`src/rtl/led_cmd_pkg.sv`:
```
// Shared constants, types and helpers for the LED command register bank.
package led_cmd_pkg;

    localparam int NUM_LEDS      = 18;
    localparam int CMD_W         = 8;
    localparam int NUM_WORDS     = NUM_LEDS + 2;
    localparam int FCNT_W        = 8;

    localparam int OFF_CTRL      = 18;
    localparam int OFF_STATUS    = 19;

    localparam int CTRL_COMMIT   = 0;
    localparam int CTRL_CLEAR    = 1;

    localparam int STAT_PENDING  = 0;
    localparam int STAT_FADING   = 1;
    localparam int STAT_FCNT_LSB = 8;

    typedef logic [NUM_LEDS-1:0][CMD_W-1:0] led_bank_t;

    typedef enum logic [1:0] {
        ACC_NONE,
        ACC_LED,
        ACC_CTRL,
        ACC_STATUS
    } acc_kind_t;

    // One fade step: move a byte one count toward its target, holding at equality.
    function automatic logic [CMD_W-1:0] step_toward(input logic [CMD_W-1:0] cur,
                                                     input logic [CMD_W-1:0] tgt);
        if (cur < tgt) return cur + CMD_W'(1);
        if (cur > tgt) return cur - CMD_W'(1);
        return cur;
    endfunction

endpackage

```
`src/rtl/led_frame_timer.sv`:
```
// Frame prescaler: counts 0..FRAME_DIV-1, pulses frame_tick on the last count
// and keeps a free-running 8-bit frame counter.
module led_frame_timer
    import led_cmd_pkg::*;
#(
    parameter int FRAME_DIV = 50000
) (
    input  logic              clock,
    input  logic              reset,
    output logic              frame_tick,
    output logic [FCNT_W-1:0] frame_count
);

    localparam int CNT_W = (FRAME_DIV > 2) ? $clog2(FRAME_DIV) : 1;

    logic [CNT_W-1:0]  cnt_q,  cnt_d;
    logic [FCNT_W-1:0] fcnt_q, fcnt_d;

    assign frame_tick  = (cnt_q == CNT_W'(FRAME_DIV - 1));
    assign frame_count = fcnt_q;

    always_comb begin
        cnt_d  = frame_tick ? '0 : cnt_q + CNT_W'(1);
        fcnt_d = frame_tick ? fcnt_q + FCNT_W'(1) : fcnt_q;
    end

    always_ff @(posedge clock or negedge reset) begin
        if (!reset) begin
            cnt_q  <= '0;
            fcnt_q <= '0;
        end else begin
            cnt_q  <= cnt_d;
            fcnt_q <= fcnt_d;
        end
    end

endmodule

```
`src/rtl/led_cmd_regs.sv`:
```
// Memory-mapped LED command bank: shadow bytes committed atomically at frame ticks.
// Optional LED_CMD_FADE_EN: active bytes step one count per tick toward a target bank.
module led_cmd_regs
    import led_cmd_pkg::*;
#(
    parameter logic [11:0] BASE_ADDR = 12'hF00,
    parameter int          FRAME_DIV = 50000
) (
    input  logic                      clock,
    input  logic                      reset,
    input  logic [11:0]               address,
    input  logic [31:0]               data,
    input  logic                      wren,
    output logic                      hit,
    output logic [31:0]               q,
    output logic [NUM_LEDS*CMD_W-1:0] led_commands,
    output logic                      frame_tick
);

    logic [11:0]       off_full;
    logic [4:0]        off;
    acc_kind_t         kind;
    logic [FCNT_W-1:0] frame_count;

    led_bank_t shadow_q, shadow_d;
    led_bank_t active_q, active_d;
    logic      pending_q, pending_d;
    logic      wr_led, wr_ctrl, commit_now, fading;
    logic [31:0] status;
    logic        unused_data;

    assign unused_data = ^data[31:CMD_W];

    // address >= BASE_ADDR guards the subtraction against wrap-around.
    assign off_full = address - BASE_ADDR;
    assign hit      = (address >= BASE_ADDR) && (off_full < 12'(NUM_WORDS));
    assign off      = off_full[4:0];

    always_comb begin
        kind = ACC_NONE;
        if (hit) begin
            if (off < 5'(NUM_LEDS))       kind = ACC_LED;
            else if (off == 5'(OFF_CTRL)) kind = ACC_CTRL;
            else                          kind = ACC_STATUS;
        end
    end

    led_frame_timer #(
        .FRAME_DIV (FRAME_DIV)
    ) u_timer (
        .clock       (clock),
        .reset       (reset),
        .frame_tick  (frame_tick),
        .frame_count (frame_count)
    );

    assign wr_led     = wren && (kind == ACC_LED);
    assign wr_ctrl    = wren && (kind == ACC_CTRL);
    assign commit_now = frame_tick && pending_q;

    always_comb begin
        shadow_d = shadow_q;
        if (wr_ctrl && data[CTRL_CLEAR]) shadow_d = '0;
        else if (wr_led)                 shadow_d[off] = data[CMD_W-1:0];
    end

    // A commit store always wins, so a store on a tick edge re-arms for the next tick.
    always_comb begin
        pending_d = pending_q;
        if (wr_ctrl && data[CTRL_COMMIT]) pending_d = 1'b1;
        else if (commit_now)              pending_d = 1'b0;
    end

`ifdef LED_CMD_FADE_EN
    led_bank_t target_q, target_d;

    always_comb begin
        target_d = commit_now ? shadow_q : target_q;
        active_d = active_q;
        if (frame_tick) begin
            for (int i = 0; i < NUM_LEDS; i++)
                active_d[i] = step_toward(active_q[i], target_d[i]);
        end
    end

    assign fading = (active_q != target_q);

    always_ff @(posedge clock or negedge reset) begin
        if (!reset) target_q <= '0;
        else        target_q <= target_d;
    end
`else
    always_comb begin
        active_d = commit_now ? shadow_q : active_q;
    end

    assign fading = 1'b0;
`endif

    always_ff @(posedge clock or negedge reset) begin
        if (!reset) begin
            shadow_q  <= '0;
            active_q  <= '0;
            pending_q <= 1'b0;
        end else begin
            shadow_q  <= shadow_d;
            active_q  <= active_d;
            pending_q <= pending_d;
        end
    end

    assign led_commands = active_q;

    always_comb begin
        status = '0;
        status[STAT_PENDING]               = pending_q;
        status[STAT_FADING]                = fading;
        status[STAT_FCNT_LSB +: FCNT_W]    = frame_count;
    end

    always_comb begin
        case (kind)
            ACC_LED:    q = 32'(shadow_q[off]);
            ACC_STATUS: q = status;
            default:    q = '0;
        endcase
    end

endmodule
```
`config.mk`:
```
export PLATFORM = sky130hd
export DESIGN_NAME = led_cmd_regs
export DESIGN_NICKNAME = d
export VERILOG_FILES = /design/src/rtl/led_cmd_pkg.sv /design/src/rtl/led_frame_timer.sv /design/src/rtl/led_cmd_regs.sv
export SDC_FILE = /design/constraint.sdc
export NUM_CORES = 1
export LEC_CHECK = 0
export ABC_AREA = 1
export CAP_MARGIN = 10
export CORE_UTILIZATION = 49
export DETAILED_ROUTE_END_ITERATION = 16
export GPL_TIMING_DRIVEN = 0
export PLACE_DENSITY_LB_ADDON = 0.1
export SYNTH_ARGS = -nofsm -noshare
export SYNTH_HDL_FRONTEND = slang
export SYNTH_SLANG_ARGS = --single-unit
```
`constraint.sdc`:
```
create_clock -name clock -period 1.7 [get_ports clock]
set_input_delay 0.34 -clock clock [delete_from_list [all_inputs] [get_ports clock]]
set_output_delay 0.34 -clock clock [all_outputs]
set_load 0.01 [all_outputs]
```
==> impl_metrics.py, run 1 <==
metrics = {
    "run_status": {
        "status": "finished with violations",
        "violations": "negative setup slack",
    },
    "yosys": {
        "synth_cell_type_count": 32,
        "synth-seq-area-share_pct": 52.4,
        "ys_seq_elements": 313,
        "synth_area_per_cell_um2": 7.69,
        "synth.cell_area_um2": 15000,
        "netlist_instances": 1945,
        "yosys_warnings": 0,
    },
    "setup_path": {
        "critPathKind": "flop to output pin",
        "cp.required_ps": 1360,
        "arrival_ps": 1760,
        "slowest_stage": "dfrtp_1",
        "start_kind": "flop",
        "path_max_fanout": 3,
        "end_kind": "output pin",
        "cpPeakStageDelay_ps": 430,
        "cp_cell_sequence": "nor2_1, nor2_1, nand2_2, nand2_2, nand3_2, nor2_2, buf_2",
    },
    "final_layout": {
        "stdcell_count": 2678,
        "drive_gt1_share_pct": 26.6,
        "syn2layout_area_growth_pct": 41.9,
        "nets": 2312,
        "finalInstanceArea_um2": 21200,
        "fin_util_pct": 71.1,
        "final_common_cell": "nand2_1",
        "final_cell_mix": "nand2_1, dfrtp_1, nor2_1, dlygate4sd2_1, o21ai_0",
    },
    "clock_network": {
        "clock_latency_ps": 510,
        "clkTransAtPathRegs_ps": 60,
        "htree_levels": 2,
        "root_buffer": "clkbuf_16",
        "cts_tree": "built",
        "cts_buffer_depth": 3,
        "numClockSinks": 313,
        "numCtsBuffers": 35,
    },
    "floorplan": {
        "coreArea_um2": 29900,
        "dieArea_um2": 31200,
        "start_util_pct": 50.1,
        "ios": 225,
        "die_h_um": 177,
        "fp.dieW_um": 177,
        "rows": 63,
    },
    "timing": {
        "min_period_ps": 2100,
        "rsz0062_at_grt": "yes",
        "max_freq_mhz": 475,
        "slew_headroom_pct": 25.3,
        "holdWs_ps": 314,
        "worstMarginPinSlew_ps": 1120,
        "setup_ws_ps": -404,
        "finalSetupViolCount": 167,
        "drv_slew": 0,
        "finalHoldViolations": 0,
        "skew_ps": 17.7,
        "fin_crit_sh_pct": 124,
    },
    "route": {
        "firstDrtPassIters": 5,
        "vias_per_cell": 5.54,
        "antenna_left": 0,
        "vias": 14837,
        "wirelength_um": 53500,
        "wl_per_cell_um": 20.0,
        "drcViolationCount": 0,
        "initialDrtViolationCount": 1462,
    },
    "place": {
        "placedCellCount": 2528,
        "dpl.hpwl_um": 34900,
        "dpl_cell_area_um2": 17400,
        "routabilityCongestion": 1.00,
        "port_buffers": 176,
    },
    "worst_hold_path": {
        "hp-class": "input pin to flop",
    },
    "global_route": {
        "antenna_found_initial": 2,
        "grt-ovfl-total": 0,
        "grt_max_degree": 122,
        "first_global_vias": 13726,
        "grt_util_all_layers_pct": 32.9,
        "grt_first_pass_wirelength_um": 78000,
    },
    "power": {
        "power_per_cell_area_nw_per_um2": 764,
        "ir_drop_uv": 548,
        "p_leak_nw": 13.1,
        "power_mw": 16.2,
    },
    "job": {
        "drv_cap": 0,
    },
}
cell families (layout without fill, tap and decap cells):
| family | count (synthesis) | count (layout) | synth area share (%) |
|---|---|---|---|
| flops | 313 | 313 | 52.4 |
| other cells | 1 | 18 | 0.0251 |
| xor+xnor | 18 | 18 | 1.05 |
| compound gates | 183 | 183 | 6.34 |
| fa+ha+maj | 2 | 2 | 0.167 |
| buf+inv | 248 | 574 | 7.31 |
| simple gates | 1180 | 1180 | 32.8 |
state kept, by name, indices dropped and copies added, names as in the netlist:
name                 count
led_commands           144
shadow_q               144
u_timer.cnt_q           16
u_timer.frame_count      8
pending_q                1
area by class of cell:
cell class | count | area (um2)
antenna | 2 | 5.00
buffer | 124 | 1060
clock buffer | 51 | 1070
clock inverter | 9 | 105
fill | 2380 | 8640
inverter | 121 | 480
multi-input combinational | 1399 | 7480
sequential | 313 | 7850
tap | 390 | 488
timing repair buffer | 269 | 2700
critical path: cells and delay by family, from the launching register on:
family | cells | cell delay (ps)
buffers and inverters | 1 | 150
flip-flops | 1 | 430
AND/OR/NAND/NOR | 6 | 670
repair_timing:
action,CTS,global route
endpoints found under the hold margin,103,0
gates cloned,1,18
gates resized for setup,420,435
pin swaps,45,53
setup buffers,39,33
hold buffers,1,0
setup endpoints to repair,463,344
worst paths after layout:
path	startpoint	to	slack (ps)	depth (start not counted)
max	shadow_q[10]$_DFFE_PN0P_	q[2]	-400	7
min	address[3]	shadow_q[52]$_DFFE_PN0P_	310	6
max reg2reg	u_timer.cnt_q[8]$_DFF_PN0_	led_commands[112]$_DFFE_PN0P_	-260	13
min reg2reg	shadow_q[1]$_DFFE_PN0P_	led_commands[1]$_DFFE_PN0P_	490	2
max in group asynchronous	reset	shadow_q[99]$_DFFE_PN0P_	230	3
min in group asynchronous	reset	u_timer.cnt_q[13]$_DFF_PN0_	430	2
power by group:
| part | leakage (nW) | switching, mW | total (mW) | internal (mW) |
|---|---|---|---|---|
| combinational | 8.24 | 0.728 | 1.04 | 0.313 |
| sequential | 4.31 | 0.0130 | 7.47 | 7.46 |
| clock | 0.585 | 3.05 | 7.72 | 4.67 |
| total | 13.1 | 3.79 | 16.2 | 12.4 |
per-layer routing:
metal | up-vias | GRT usage, % | wire length, um
met5 | - | 0 | 0
met4 | 0 | 14.7 | 2390
met3 | 165 | 6.08 | 4690
met2 | 776 | 51.6 | 25300
met1 | 7120 | 44.4 | 21100
li1 | 6776 | - | -
Yosys cell counts (all sizes together):
| master | number | area share, % |
|---|---|---|
| a21oi | 7 | 0.23 |
| and3 | 1 | 0.042 |
| buf | 61 | 2.6 |
| clkbuf | 66 | 1.7 |
| clkinv | 4 | 0.10 |
| conb | 1 | 0.025 |
| dfrtp | 313 | 52 |
| ha | 2 | 0.17 |
| inv | 117 | 2.9 |
| nand2 | 771 | 19 |
| nand3 | 153 | 5.2 |
| nand4 | 53 | 2.3 |
| nor2 | 189 | 5.3 |
| nor3 | 10 | 0.37 |
| o21a | 1 | 0.050 |
| o21ai | 163 | 5.5 |
| o22a | 6 | 0.35 |
| o22ai | 6 | 0.25 |
| or2 | 3 | 0.13 |
| xnor2 | 4 | 0.23 |
| xor2 | 14 | 0.82 |
stage by stage:
| step | TNS (ps) | worst slack, ps |
|---|---|---|
| floorplan | -6.71 | -4.46 |
| detailed placement | -247420 | -2000 |
| global placement | -4401490 | -13350 |
| CTS | -3280 | -374 |
| finish | -29370 | -404 |
| global route | -48180 | -452 |
No activity file was read; power rests on OpenSTA's default activity.
==> run 2, diff against run 1 <==
Settings changed: CORE_MARGIN from default to 3, CORE_UTILIZATION 49 to 50, DONT_BUFFER_PORTS from default to 1.
==> run 2 against run 1 <==
Maximum frequency rose by 5.6%. Clock power grew 1%. Setup slack improved by 110 ps. Sequential share of layout area increased by 3.4 points. Flip-flop and latch count unchanged. Register-to-register slack gained 110 ps. The run ends with negative hold slack, negative setup slack left. Largest cell class unchanged. Final cell count down 6.5%. Largest power group unchanged. Combinational power decreased by 24%. Cell area is 8.6% lower. First-iteration DRC count is 7.5% lower. Sequential power about the same. Die area increased by 2.6%.
==> impl_metrics.py, run 2 (synthesized netlist as in run 1, its figures left out) <==
metrics = {
    "run_status": {
        "status": "finished with violations",
        "violations": "negative hold slack, negative setup slack",
    },
    "job": {
        "drv_cap": 0,
    },
    "route": {
        "wirelength_um": 52800,
        "vias": 13928,
        "vias_per_cell": 5.56,
        "initialDrtViolationCount": 1352,
        "antenna_left": 0,
        "firstDrtPassIters": 8,
        "wl_per_cell_um": 21.1,
        "drcViolationCount": 0,
    },
    "final_layout": {
        "fillers": 2411,
        "stdcell_count": 2503,
        "drive_gt1_share_pct": 26.4,
        "syn2layout_area_growth_pct": 29.8,
        "final_cell_mix": "nand2_1, dfrtp_1, nand2_2",
        "final_common_cell": "nand2_1",
        "nets": 2145,
        "n_antenna_cell": 0,
        "fin_util_pct": 66.7,
    },
    "clock_network": {
        "htree_levels": 2,
        "cts_buffer_depth": 3,
        "cts_tree": "built",
        "clkTransAtPathRegs_ps": 60,
        "root_buffer": "clkbuf_16",
        "numClockSinks": 313,
        "clock_latency_ps": 520,
        "numCtsBuffers": 35,
    },
    "setup_path": {
        "crit_family": "simple AND/OR/NAND/NOR gates",
        "slowest_stage": "dfrtp_1",
        "arrival_ps": 1650,
        "end_kind": "output pin",
        "cp_common_cell": "nand2_1",
        "cp_cell_sequence": "inv_1, a21oi_1, nand2_1, nand2_1, nand3_2, nor2_4",
        "path_max_fanout": 2,
        "cpPeakStageDelay_ps": 400,
        "start_kind": "flop",
        "cp.buffers_inverters": 1,
        "critPathKind": "flop to output pin",
        "cp.required_ps": 1360,
    },
    "timing": {
        "skew_ps": 24.1,
        "worstMarginPinSlew_ps": 1160,
        "finalHoldViolations": 313,
        "slew_headroom_pct": 22.8,
        "fin_crit_sh_pct": 117,
        "drv_slew": 0,
        "min_period_ps": 1990,
        "holdWs_ps": -465,
        "max_freq_mhz": 502,
        "finalSetupViolCount": 139,
        "setup_ws_ps": -292,
        "rsz0062_at_grt": "yes",
    },
    "global_route": {
        "grt_max_degree": 314,
        "antenna_found_initial": 1,
        "grt_first_pass_wirelength_um": 77800,
        "first_global_vias": 13339,
        "grt-ovfl-total": 0,
        "grt_util_all_layers_pct": 32.2,
    },
    "place": {
        "dpl.hpwl_um": 34500,
        "placedCellCount": 2344,
        "routabilityCongestion": 0.958,
        "port_buffers": 0,
        "dp_slack_ps": -722,
    },
    "floorplan": {
        "dieArea_um2": 32000,
        "start_util_pct": 51.4,
        "die_h_um": 179,
        "coreArea_um2": 29100,
        "ios": 225,
        "fp.dieW_um": 179,
        "rows": 62,
    },
    "power": {
        "p_leak_nw": 11.4,
        "power_mw": 16.1,
        "ir_drop_uv": 580,
        "power_per_cell_area_nw_per_um2": 827,
    },
    "worst_hold_path": {
        "hp-class": "input pin to async pin",
    },
}
-- run 2: worst reg2reg max path, delay by kind of cell, from the launching register on --
family                     cells  cell delay [ps]
adders and majority gates      1              160
buffers and inverters          5              730
and+or+nand+nor                6              530
DFF                            1              390
-- run 2: stage by stage --
step | TNS [ps] | hold slack [ps] | instance area (um2)
floorplan | -6.71 | 44.4 | 15100
finish | -11600 | -465 | 19400
detailed placement | -144230 | 55.7 | 15600
global placement | -135210 | 55.4 | 15600
CTS | -14080 | -471 | 18300
global route | -25150 | -486 | 19400
-- run 2: worst paths after layout --
check,start,end,slack (ps),cells after the start
max,shadow_q[121]$_DFFE_PN0P_,q[1],-290,6
min,reset,u_timer.cnt_q[5]$_DFF_PN0_,-460,0
max reg2reg,u_timer.cnt_q[0]$_DFF_PN0_,led_commands[75]$_DFFE_PN0P_,-150,12
min reg2reg,shadow_q[55]$_DFFE_PN0P_,led_commands[55]$_DFFE_PN0P_,510,2
max in group asynchronous,reset,shadow_q[108]$_DFFE_PN0P_,1150,0
min in group clock,wren,shadow_q[127]$_DFFE_PN0P_,130,3
-- run 2: area by class of cell --
class	count	area, um2	share of cell area (%)
Sequential cell	313	7840	40.4
Multi-Input combinational cell	1399	7310	37.7
Timing Repair Buffer	103	1190	6.11
Clock buffer	49	1040	5.36
Buffer	123	948	4.88
Tap cell	384	480	2.47
Inverter	121	469	2.42
Clock inverter	11	140	0.722
-- run 2: power by group --
part	internal [mW]	total [mW]	switching, mW
sequential	7.46	7.47	0.0116
clock	4.72	7.80	3.07
combinational	0.242	0.793	0.552
total	12.4	16.1	3.63
-- run 2: per-layer routing --
layer  global-route usage [%]  routed length, um
met3                     9.06               5520
met4                     12.6               2510
met2                     51.3              24300
met1                     41.8              20500
met5                        0                 13
-- run 2: what timing repair did --
action,4_1_cts,5_1_grt
cloned,17,3
setup endpoints to repair,175,186
setup buffers,46,44
gates resized for setup,249,327
pin swaps,26,22
hold endpoints to repair,313,313
==> run 3, diff against run 2 <==
Settings changed: RECOVER_POWER from default to 50, SLEW_MARGIN from default to 20.
==> results of run 3 <==
The final DEF is identical to that of run 2; final timing and power are the same.
